===== src/rtl/harness_pkg.sv =====
// harness_pkg
//   Shared types and status codes for the packet harness. The packet
//   constructor decodes result_status with the STATUS_* codes below.
//   Ports: none (package).
package harness_pkg;

   typedef enum logic [2:0] {
      ST_IDLE      = 3'd0,
      ST_FORWARD   = 3'd1,
      ST_DRAIN     = 3'd2,
      ST_TERMINATE = 3'd3,
      ST_REPORT    = 3'd4
   } ctrl_state_t;

   localparam logic [1:0] STATUS_OK          = 2'd0;
   localparam logic [1:0] STATUS_BAD_CHANNEL = 2'd1;
   localparam logic [1:0] STATUS_EMPTY       = 2'd2;
   localparam logic [1:0] STATUS_TIMEOUT     = 2'd3;

   // Width of a channel index; at least one bit so a single-channel build
   // still has a legal select register.
   function automatic int sel_width(input int channels);
      return (channels > 1) ? $clog2(channels) : 1;
   endfunction

endpackage


===== src/rtl/saturating_cycle_counter.sv =====
// saturating_cycle_counter
//   Up-counter that sticks at all-ones instead of wrapping.
//   Ports:
//     clock   system clock
//     reset   synchronous, active-high; clears count
//     clear   synchronous clear (same effect as reset)
//     enable  advance by one when not already saturated
//     count   current count
module saturating_cycle_counter #(
   parameter int WIDTH = 32
) (
   input  logic             clock,
   input  logic             reset,
   input  logic             clear,
   input  logic             enable,
   output logic [WIDTH-1:0] count
);

   always_ff @(posedge clock) begin
      if (reset || clear) begin
         count <= '0;
      end else if (enable && !(&count)) begin
         count <= count + WIDTH'(1);
      end
   end

endmodule


===== src/rtl/multi_channel_processor_controller.sv =====
// multi_channel_processor_controller
//   Routes one packet at a time from the parsed-packet FIFO to one of
//   CHANNELS processors (selected by the header byte), returns that
//   processor's output on egress, and reports elapsed cycles and a status.
//   Ports:
//     clock, reset                 clock; synchronous active-high reset
//     in_data/valid/ready/last     ingress stream (header beat, then payload)
//     ch_in_data/valid/ready/last  payload to processors, slice k = channel k
//     ch_enable                    one-hot (or zero) processor enable
//     ch_out_data/valid/ready/last processor results, slice k = channel k
//     out_data/valid/ready/last    egress stream
//     result_cycles/status/valid/ready  per-packet report handshake
//
//   state     | meaning
//   ----------+------------------------------------------------------------
//   IDLE      | waiting for a header beat
//   FORWARD   | payload/result passthrough to/from channel sel, counting
//   DRAIN     | discarding ingress beats until in_last (bad channel/timeout)
//   TERMINATE | timeout mid-egress: emitting a forced zero last beat
//   REPORT    | holding result_cycles/result_status until result_ready
module multi_channel_processor_controller
   import harness_pkg::*;
#(
   parameter int DATA_WIDTH     = 8,
   parameter int CHANNELS       = 4,
   parameter int COUNTER_WIDTH  = 32,
   parameter int TIMEOUT_CYCLES = 0
) (
   input  logic                           clock,
   input  logic                           reset,
   input  logic [DATA_WIDTH-1:0]          in_data,
   input  logic                           in_valid,
   output logic                           in_ready,
   input  logic                           in_last,
   output logic [CHANNELS*DATA_WIDTH-1:0] ch_in_data,
   output logic [CHANNELS-1:0]            ch_in_valid,
   input  logic [CHANNELS-1:0]            ch_in_ready,
   output logic [CHANNELS-1:0]            ch_in_last,
   output logic [CHANNELS-1:0]            ch_enable,
   input  logic [CHANNELS*DATA_WIDTH-1:0] ch_out_data,
   input  logic [CHANNELS-1:0]            ch_out_valid,
   output logic [CHANNELS-1:0]            ch_out_ready,
   input  logic [CHANNELS-1:0]            ch_out_last,
   output logic [DATA_WIDTH-1:0]          out_data,
   output logic                           out_valid,
   input  logic                           out_ready,
   output logic                           out_last,
   output logic [COUNTER_WIDTH-1:0]       result_cycles,
   output logic [1:0]                     result_status,
   output logic                           result_valid,
   input  logic                           result_ready
);

   localparam int SEL_W = sel_width(CHANNELS);
   // Widened by one bit so CHANNELS = 2**DATA_WIDTH still compares correctly.
   localparam logic [DATA_WIDTH:0]    CH_LIMIT = (DATA_WIDTH+1)'(CHANNELS);
   localparam logic [COUNTER_WIDTH-1:0] TO_CNT = COUNTER_WIDTH'(TIMEOUT_CYCLES);

   ctrl_state_t              state;
   logic [SEL_W-1:0]         sel;
   logic                     in_done;
   logic                     out_done;
   logic                     out_started;
   logic [COUNTER_WIDTH-1:0] count;
   logic [COUNTER_WIDTH-1:0] cnt_plus1;

   logic st_forward;
   logic st_terminate;
   logic bad_channel;
   logic in_acc;
   logic out_acc;
   logic in_fin;
   logic out_fin;
   logic out_started_n;
   logic timeout_hit;

   logic                  sel_in_ready;
   logic                  sel_out_valid;
   logic                  sel_out_last;
   logic [DATA_WIDTH-1:0] sel_out_data;

   assign st_forward   = (state == ST_FORWARD);
   assign st_terminate = (state == ST_TERMINATE);

   saturating_cycle_counter #(
      .WIDTH(COUNTER_WIDTH)
   ) u_counter (
      .clock  (clock),
      .reset  (reset),
      .clear  ((state == ST_IDLE) && in_valid),
      .enable (st_forward),
      .count  (count)
   );

   // Value the counter will hold after this cycle, saturating.
   assign cnt_plus1 = (&count) ? count : count + COUNTER_WIDTH'(1);

   // ---------------------------------------------------------------
   // Per-channel fan-out; unselected channels see everything at zero.
   // Each output is its own assign so processor loopbacks (ready tied
   // to ready, valid to valid) never look like a combinational cycle.
   // ---------------------------------------------------------------
   for (genvar k = 0; k < CHANNELS; k++) begin : g_ch
      logic fwd_k;
      assign fwd_k = st_forward && (sel == SEL_W'(k));
      assign ch_enable[k]    = fwd_k;
      assign ch_in_data[k*DATA_WIDTH +: DATA_WIDTH] = fwd_k ? in_data : '0;
      assign ch_in_valid[k]  = fwd_k && in_valid && !in_done;
      assign ch_in_last[k]   = fwd_k && in_last && !in_done;
      assign ch_out_ready[k] = fwd_k && out_ready && !out_done;
   end

   assign sel_in_ready  = ch_in_ready[sel];
   assign sel_out_valid = ch_out_valid[sel];
   assign sel_out_last  = ch_out_last[sel];
   assign sel_out_data  = ch_out_data[sel*DATA_WIDTH +: DATA_WIDTH];

   // in_ready is forced low while reset is held so every output reads 0
   // during reset, not just after it.
   always_comb begin
      in_ready = 1'b0;
      if (!reset) begin
         case (state)
            ST_IDLE, ST_DRAIN: in_ready = 1'b1;
            ST_FORWARD:        in_ready = sel_in_ready && !in_done;
            default:           in_ready = 1'b0;
         endcase
      end
   end

   always_comb begin
      out_valid = 1'b0;
      out_last  = 1'b0;
      out_data  = '0;
      if (st_forward && !out_done) begin
         out_valid = sel_out_valid;
         out_last  = sel_out_last;
         out_data  = sel_out_data;
      end else if (st_terminate) begin
         out_valid = 1'b1;
         out_last  = 1'b1;
      end
   end

   assign result_valid = (state == ST_REPORT);

   assign bad_channel   = ({1'b0, in_data} >= CH_LIMIT);
   assign in_acc        = in_valid && in_ready;
   assign out_acc       = out_valid && out_ready;
   assign in_fin        = in_done || (in_acc && in_last);
   assign out_fin       = out_done || (out_acc && out_last);
   assign out_started_n = out_started || out_acc;
   assign timeout_hit   = (TIMEOUT_CYCLES != 0) && (cnt_plus1 == TO_CNT);

   always_ff @(posedge clock) begin
      if (reset) begin
         state         <= ST_IDLE;
         sel           <= '0;
         in_done       <= 1'b0;
         out_done      <= 1'b0;
         out_started   <= 1'b0;
         result_cycles <= '0;
         result_status <= STATUS_OK;
      end else begin
         case (state)
            ST_IDLE: begin
               if (in_valid) begin
                  sel           <= in_data[SEL_W-1:0];
                  in_done       <= in_last;
                  out_done      <= 1'b0;
                  out_started   <= 1'b0;
                  result_cycles <= '0;
                  if (bad_channel) begin
                     result_status <= STATUS_BAD_CHANNEL;
                     state         <= in_last ? ST_REPORT : ST_DRAIN;
                  end else if (in_last) begin
                     result_status <= STATUS_EMPTY;
                     state         <= ST_REPORT;
                  end else begin
                     result_status <= STATUS_OK;
                     state         <= ST_FORWARD;
                  end
               end
            end

            ST_FORWARD: begin
               in_done     <= in_fin;
               out_done    <= out_fin;
               out_started <= out_started_n;
               if (in_fin && out_fin) begin
                  result_cycles <= cnt_plus1;
                  result_status <= STATUS_OK;
                  state         <= ST_REPORT;
               end else if (timeout_hit) begin
                  result_cycles <= TO_CNT;
                  result_status <= STATUS_TIMEOUT;
                  // A started but unfinished egress packet must still be
                  // closed with a last beat so downstream framing holds.
                  if (out_started_n && !out_fin) begin
                     state <= ST_TERMINATE;
                  end else if (!in_fin) begin
                     state <= ST_DRAIN;
                  end else begin
                     state <= ST_REPORT;
                  end
               end
            end

            ST_TERMINATE: begin
               if (out_ready) begin
                  state <= in_done ? ST_REPORT : ST_DRAIN;
               end
            end

            ST_DRAIN: begin
               if (in_valid && in_last) begin
                  in_done <= 1'b1;
                  state   <= ST_REPORT;
               end
            end

            ST_REPORT: begin
               if (result_ready) begin
                  state <= ST_IDLE;
               end
            end

            default: state <= ST_IDLE;
         endcase
      end
   end

endmodule


===== config.mk =====
export PLATFORM = sky130hd
export DESIGN_NAME = multi_channel_processor_controller
export DESIGN_NICKNAME = d
export VERILOG_FILES = /design/src/rtl/harness_pkg.sv /design/src/rtl/saturating_cycle_counter.sv /design/src/rtl/multi_channel_processor_controller.sv
export SDC_FILE = /design/constraint.sdc
export NUM_CORES = 1
export LEC_CHECK = 0
export ABC_CLOCK_PERIOD_IN_PS = 3500
export CAP_MARGIN = 40
export CELL_PAD_IN_SITES_DETAIL_PLACEMENT = 0
export CELL_PAD_IN_SITES_GLOBAL_PLACEMENT = 1
export CORE_MARGIN = 2
export CORE_UTILIZATION = 35
export CTS_CLUSTER_DIAMETER = 80
export DETAILED_ROUTE_END_ITERATION = 16
export PLACE_DENSITY_LB_ADDON = 0.1
export SLEW_MARGIN = 20
export SYNTH_ARGS = -nofsm -noshare
export SYNTH_HDL_FRONTEND = slang
export SYNTH_SLANG_ARGS = --single-unit

===== constraint.sdc =====
create_clock -name clock -period 3.5 [get_ports clock]
set_clock_uncertainty 0.15 [all_clocks]
set_input_delay 0.7 -clock clock [delete_from_list [all_inputs] [get_ports clock]]
set_output_delay 0.7 -clock clock [all_outputs]
set_load 0.005 [all_outputs]

---- Yosys cells after proc, flatten, opt, wreduce, memory -nomap -nowiden ----
Index checks and enable logic that the tools add are counted.
Widths: inputs -> output; s select.
word-level totals
  bits in registers ....................... 73
  input bits .............................. 58
  output and inout bits ................... 94
  word-level logic and storage cells ...... 118
cells by class
  add/subtract/negate cells ............... 1
  magnitude comparators ................... 2
  equal/unequal tests ..................... 12
  shift operators ......................... 1
  mux-type cells .......................... 40
  reduce and logical (&&, ||, !) cells .... 55
operators by type and width
  cell                   count
  $mux 32                3
  $pmux 32 s2            1
  $mux 8                 5
  $logic_and 1x1->1      38
  $add 32x1->32 const B  1
  $reduce_and 32->1      1
  $shiftx 32x6->8        1
  $mux 3                 9
  $pmux 3 s5             1
  $mux 1                 10
  $ge 8x3->1 const B     1
  $mux 2                 4
  $bmux 1 s2             3
  $eq 3x2->1 const B     2
  $ne 2x2->1 const B     3
  $reduce_and 3->1       2
  $reduce_and 5->1       1
  $eq 2x2->1 const B     2
  $ne 2x1->1 const B     2
  $pmux 1 s2             2
  $pmux 2 s2             1
  $reduce_and 2->1       2
  $eq 3x1->1 const B     1
  $eq 3x3->1 const B     1
  10 further kinds       14

---- Depth between registers and ports, before layout ----
  depth in word-level cells ............... 11
  gate-level depth with buffers ........... 10
  depth with buffers taken out ............ 7

---- Hierarchy ----
Synthesis repeated with hierarchy kept, for this count alone.
second synthesis, totals
  cell total of the unflattened synthesis .. 528
  area total of the unflattened synthesis .. 4840.9 sq um
by module, submodules not included
  module                              times used  cells an instance  area each (sq um)  seq. area each (sq um)
  multi_channel_processor_controller  1           333                3130.5             820.8
  saturating_cycle_counter            1           195                1710.4             640.6

---- Least setup slack after synthesis ----
Ideal clock, no wire load.
  path type ............................... input port to flip-flop
  from .................................... input ch_out_last[3]
  to ...................................... register result_cycles[18]
  setup time .............................. 0.132 ns
  data arrival time ....................... 2.282 ns
  data required time ...................... 3.218 ns
  path slack .............................. 0.935 ns
  stages .................................. 9
  buffers on the path ..................... 3
  cell sequence ........................... mux4_2 > a311o_1 > and3_1 > buf_6 > and2_4 > buf_6 > buf_6 > o211ai_1 > a21oi_1
on the way
  cells in the longest elaborated chain, start to end .. 8
RTL lines
  item                          line                                       RTL
  start, declared               multi_channel_processor_controller.sv:43   input logic [CHANNELS-1:0] ch_out_last,
  $bmux 1 s2                    multi_channel_processor_controller.sv:115  assign sel_out_last = ch_out_last[sel];
  $mux 1 (not written as such)  multi_channel_processor_controller.sv:115
  $mux 1                        multi_channel_processor_controller.sv:135  if (st_forward && !out_done) begin
  $logic_and 1x1->1             multi_channel_processor_controller.sv:151  assign out_fin = out_done || (out_acc && out_last);
  $logic_or 1x1->1              multi_channel_processor_controller.sv:151
  $logic_and 1x1->1             multi_channel_processor_controller.sv:190  if (in_fin && out_fin) begin
  $ne 2x1->1 (no line)          n/a
  $reduce_and 3->1 (no line)    n/a
  end signal, assigned          multi_channel_processor_controller.sv:191  result_cycles <= cnt_plus1;
  end, declared                 multi_channel_processor_controller.sv:48   output logic [COUNTER_WIDTH-1:0] result_cycles,
No other way between the ends. The select of a mux whose other input is x is not followed.
A chain may end at the register's enable or synchronous reset.

---- Worst setup path in the final report ----
  from .................................... register state[2]
  to ...................................... output ch_in_valid[2]
on the way
  cells in the longest elaborated chain, start to end .. 4
RTL lines
  item                            line                                       RTL
  start, declared                 multi_channel_processor_controller.sv:59   ctrl_state_t state;
  start signal, assigned          multi_channel_processor_controller.sv:175  state <= in_last ? ST_REPORT : ST_DRAIN;
  start signal, assigned          multi_channel_processor_controller.sv:211  state <= in_done ? ST_REPORT : ST_DRAIN;
  $eq 3x1->1                      multi_channel_processor_controller.sv:82   assign st_forward = (state == ST_FORWARD);
  $logic_and 1x1->1               multi_channel_processor_controller.sv:105  assign fwd_k = st_forward && (sel == SEL_W'(k));
  $logic_and 1x1->1 (2 in a row)  multi_channel_processor_controller.sv:108  assign ch_in_valid[k] = fwd_k && in_valid && !in_done;
  end, declared                   multi_channel_processor_controller.sv:36   output logic [CHANNELS-1:0] ch_in_valid,
No other way between the ends.

==> flow_summary_export.csv <==
group,metric,value,unit
global_routing,grt_overflow,0,
setup_path,worstPathRequired,2.65,ns
sta,fin_crit_sh,91.1,%
setup_path,worstSetupStartpoint,"state[2]",
finish,nets,772,
cts,cts.htree.levels,3,
power_and_ir_drop,p_int,1.57,mW
cts,ctsResizeCount,0,
yosys,netlist_area,0.00451,sq mm
setup_path,crit_top_cell,"nor2_1",
setup_path,path_cells,"inv_1 -> nand3_1 -> nor2_1 -> nand2_1 -> nor2_1 -> clkdlybuf4s50_1",
yosys,synth_flop_cell,"dfxtp_1",
setup_path,worstPathMaxFanout,9,
finish,fillerInstances,1245,
cts,cts_tree,"done",
power_and_ir_drop,vdd_drop_max,0.214,mV
setup_path,crit_type,"reg2out",
drt,vias,4654,
yosys,synth_top_area_share,32.4,%
yosys,syn-num-nets,636,
drt,drtPass1Iterations,4,
cts,postCtsSetupRepairBufs,0,
sta,setup_violations,0,
cts,cts_sinks,73,
drt,viasPerCell,5.23,
power_and_ir_drop,cellLeakagePower,2.27,nW
placed_design,port_buffers,151,
finish,antenna_cells,0,
yosys,synthTopCellsByArea,"dfxtp_1, xnor2_1, nand3_1",
cts,cts_made_buffers,9,
setup_path,slowest_stage,"clkdlybuf4s50_1",
sta,post-route-min-period,3.19,ns
die,pin_count,152,
sta,hold_ws,0.304,ns
yosys,synth-async-reset-ratio,0,%
die,start_util,35.8,%
power_and_ir_drop,combPwrFrac,11.5,%
global_routing,grt_max_degree,36,
cts,cts-root-buf,"clkbuf_16",
yosys,synth_cells,577,
yosys,synth-seq-area-share,32.4,%
drt,drt-initial-drc-count,287,
drt,ant_nets,0,
yosys,syn_area_per_cell,7.82,sq um
placed_design,globalplace.congestion,0.909,
power_and_ir_drop,p_sw_share,22.6,%
cts,insertion_delay,0.33,ns
drt,wl,14600,um
placed_design,dp.cells,874,
sta,relSlewSlack,63.5,%
power_and_ir_drop,netSwitchingPower,0.458,mW
finish,area_growth,43.2,%
outcome,status,"complete, no violations",
finish,stdcell_count,890,
sta,drv_slew,0,
cts,clk_path_buf_depth,2,
sta,rsz0062_at_grt,"no",
setup_path,end_kind,"output port",
die,die_w,118,um
drt,drc_errors,0,
setup_path,path_buf_inv,2,
yosys,synth_edf_count,0,
yosys,ys_warn_count,0,
sta,setup_tns,0,ns
setup_path,critPathMaxStageDelay,0.51,ns
die,core.rowCount,41,
yosys,synth_seq_cells,73,
setup_path,timing.rr.start,"sel[1]",
die,die_y,118,um
cts,cts-hold-fix-buffers,0,
power_and_ir_drop,seq_power_share,41.9,%
setup_path,critPathLaunchType,"flop",
sta,worst_pin_slew,0.543,ns
yosys,yosys.cell_types.count,54,
global_routing,grt_pass1_vias,4490,
min_path,min_from,"result_cycles[21]",
drt,detail_route.wl_per_cell,16.5,um
sta,hold_viol,0,
setup_path,cp_top_family,"simple AND/OR/NAND/NOR gates",
die,core-area,0.0126,sq mm
power_and_ir_drop,power.density,314,mW/mm^2
die,dieArea,0.0138,sq mm
sta,max_freq,314,MHz
global_routing,antenna_found_initial,0,
power_and_ir_drop,clock_power_share,46.6,%
global_routing,grt_pass1_wl,24100,um
yosys,yosys.area.top_type,"dfxtp_1",
min_path,hold_path_class,"reg2reg",
power_and_ir_drop,p_total,2.03,mW
finish,drive_gt1_share,7.10,%
cts,clk_pin_slew_worst_paths,0.05,ns
run,drv_cap,0,
setup_path,cp_data_arrival_time,2.34,ns
global_routing,grtUsageTotal,21.3,%
placed_design,post-dp-hpwl,11100,um
[flip-flops by register name, indices dropped and copies added (netlist names)]
register,cells
in_done,1
u_counter.count,32
result_cycles,32
out_done,1
sel,2
result_status,2
state,3
[Yosys cell counts (2+ instances only)]
cell type  instances
buf_6              4
or3_1              5
a31oi_1            5
and2_1            19
nand3_1           53
buf_4              5
inv_1             11
and3b_1            2
o211ai_1           7
nand2b_1           4
a22o_1             2
nor2_1            70
o41ai_1            2
buf_2              7
a21o_1             3
mux2i_1            7
mux4_2            10
nor3_1            26
mux2_2             2
a32o_1             2
nand2_1           47
buf_1              2
and3_1            31
nand4_1           12
dfxtp_1           73
xor2_1            13
or2_2              2
a21oi_1           36
o21ai_0           15
xnor2_1           37
and4_1             4
clkbuf_1          26
nor4_1            12
[cells in the final DEF (no fill, tap or decap), types with 3 or more instances in the layout]
master and instances:
nor3_1 26, clkbuf_16 9, o21ai_0 15, or3_1 5
and3_1 31, a21oi_1 36, nor4_1 12, mux2i_1 7
clkdlybuf4s50_1 151, nand2b_1 4, a31oi_1 5, buf_4 19
clkbuf_8 3, mux4_2 10, and2_1 19, a21o_1 3
dfxtp_1 73, xnor2_1 37, and4_1 4, nand4_1 12
nand2_1 47, nand3_1 53, o211ai_1 7, inv_1 11
nor2_1 70, xor2_1 13
[area by class of cell]
class                           instances  area (sq um)  share of cell area (%)
Timing Repair Buffer                  170          1650                    25.6
Clock buffer                           14           274                    4.24
Multi-Input combinational cell        448          2780                    43.1
Clock inverter                          2          35.0                   0.542
Tap cell                              172           215                    3.33
Inverter                               11          41.3                   0.639
Sequential cell                        73          1460                    22.6
[kinds of logic after synthesis]
| kind of cell | count (synthesis) | share of synthesized area (%) |
|---|---|---|
| AOI/OAI and AO/OA | 83 | 11.4 |
| xor gates and xnor gates | 50 | 9.70 |
| adders and majority gates | 1 | 0.277 |
| buffers and inverters | 56 | 5.96 |
| DFF | 73 | 32.4 |
| muxes | 19 | 7.04 |
| and+or+nand+nor | 295 | 33.3 |
[worst paths after layout]
check / endpoint / slack, ns / cells past startpoint
setup reg to reg: result_cycles[29] / 0.68 / 8
setup / recovery: ch_in_valid[2] / 0.31 / 6
hold reg to reg: result_cycles[21] / 0.30 / 1
hold / removal: result_cycles[21] / 0.30 / 1
[power by group through the flow]
| stage | clock network [mW] | logic (mW) | registers [mW] |
|---|---|---|---|
| after floorplan | 0 | 0.124 | 0.864 |
| after global placement | 0 | 0.229 | 0.868 |
| after detailed placement | 0 | 0.233 | 0.868 |
| after CTS | 0.965 | 0.234 | 0.850 |
| after global routing | 0.997 | 0.256 | 0.852 |
| final | 0.945 | 0.234 | 0.850 |
[per-stage QoR]
step                setup slack (ns)  utilization [%]  area (sq um)
floorplan                      0.935                -          4510
global placement               0.413             48.8          6150
detailed placement             0.375             48.8          6150
CTS                            0.288             51.2          6460
global route                  0.0925             51.2          6460
finish                         0.311             51.2          6460
[metal layers]
metal  track usage, %  share of wire, %
met4             6.10               1.4
met3             3.88               5.6
met1             28.0                46
met2             35.9                47
met5                0                 0
Power figures use the tool's default switching activity.
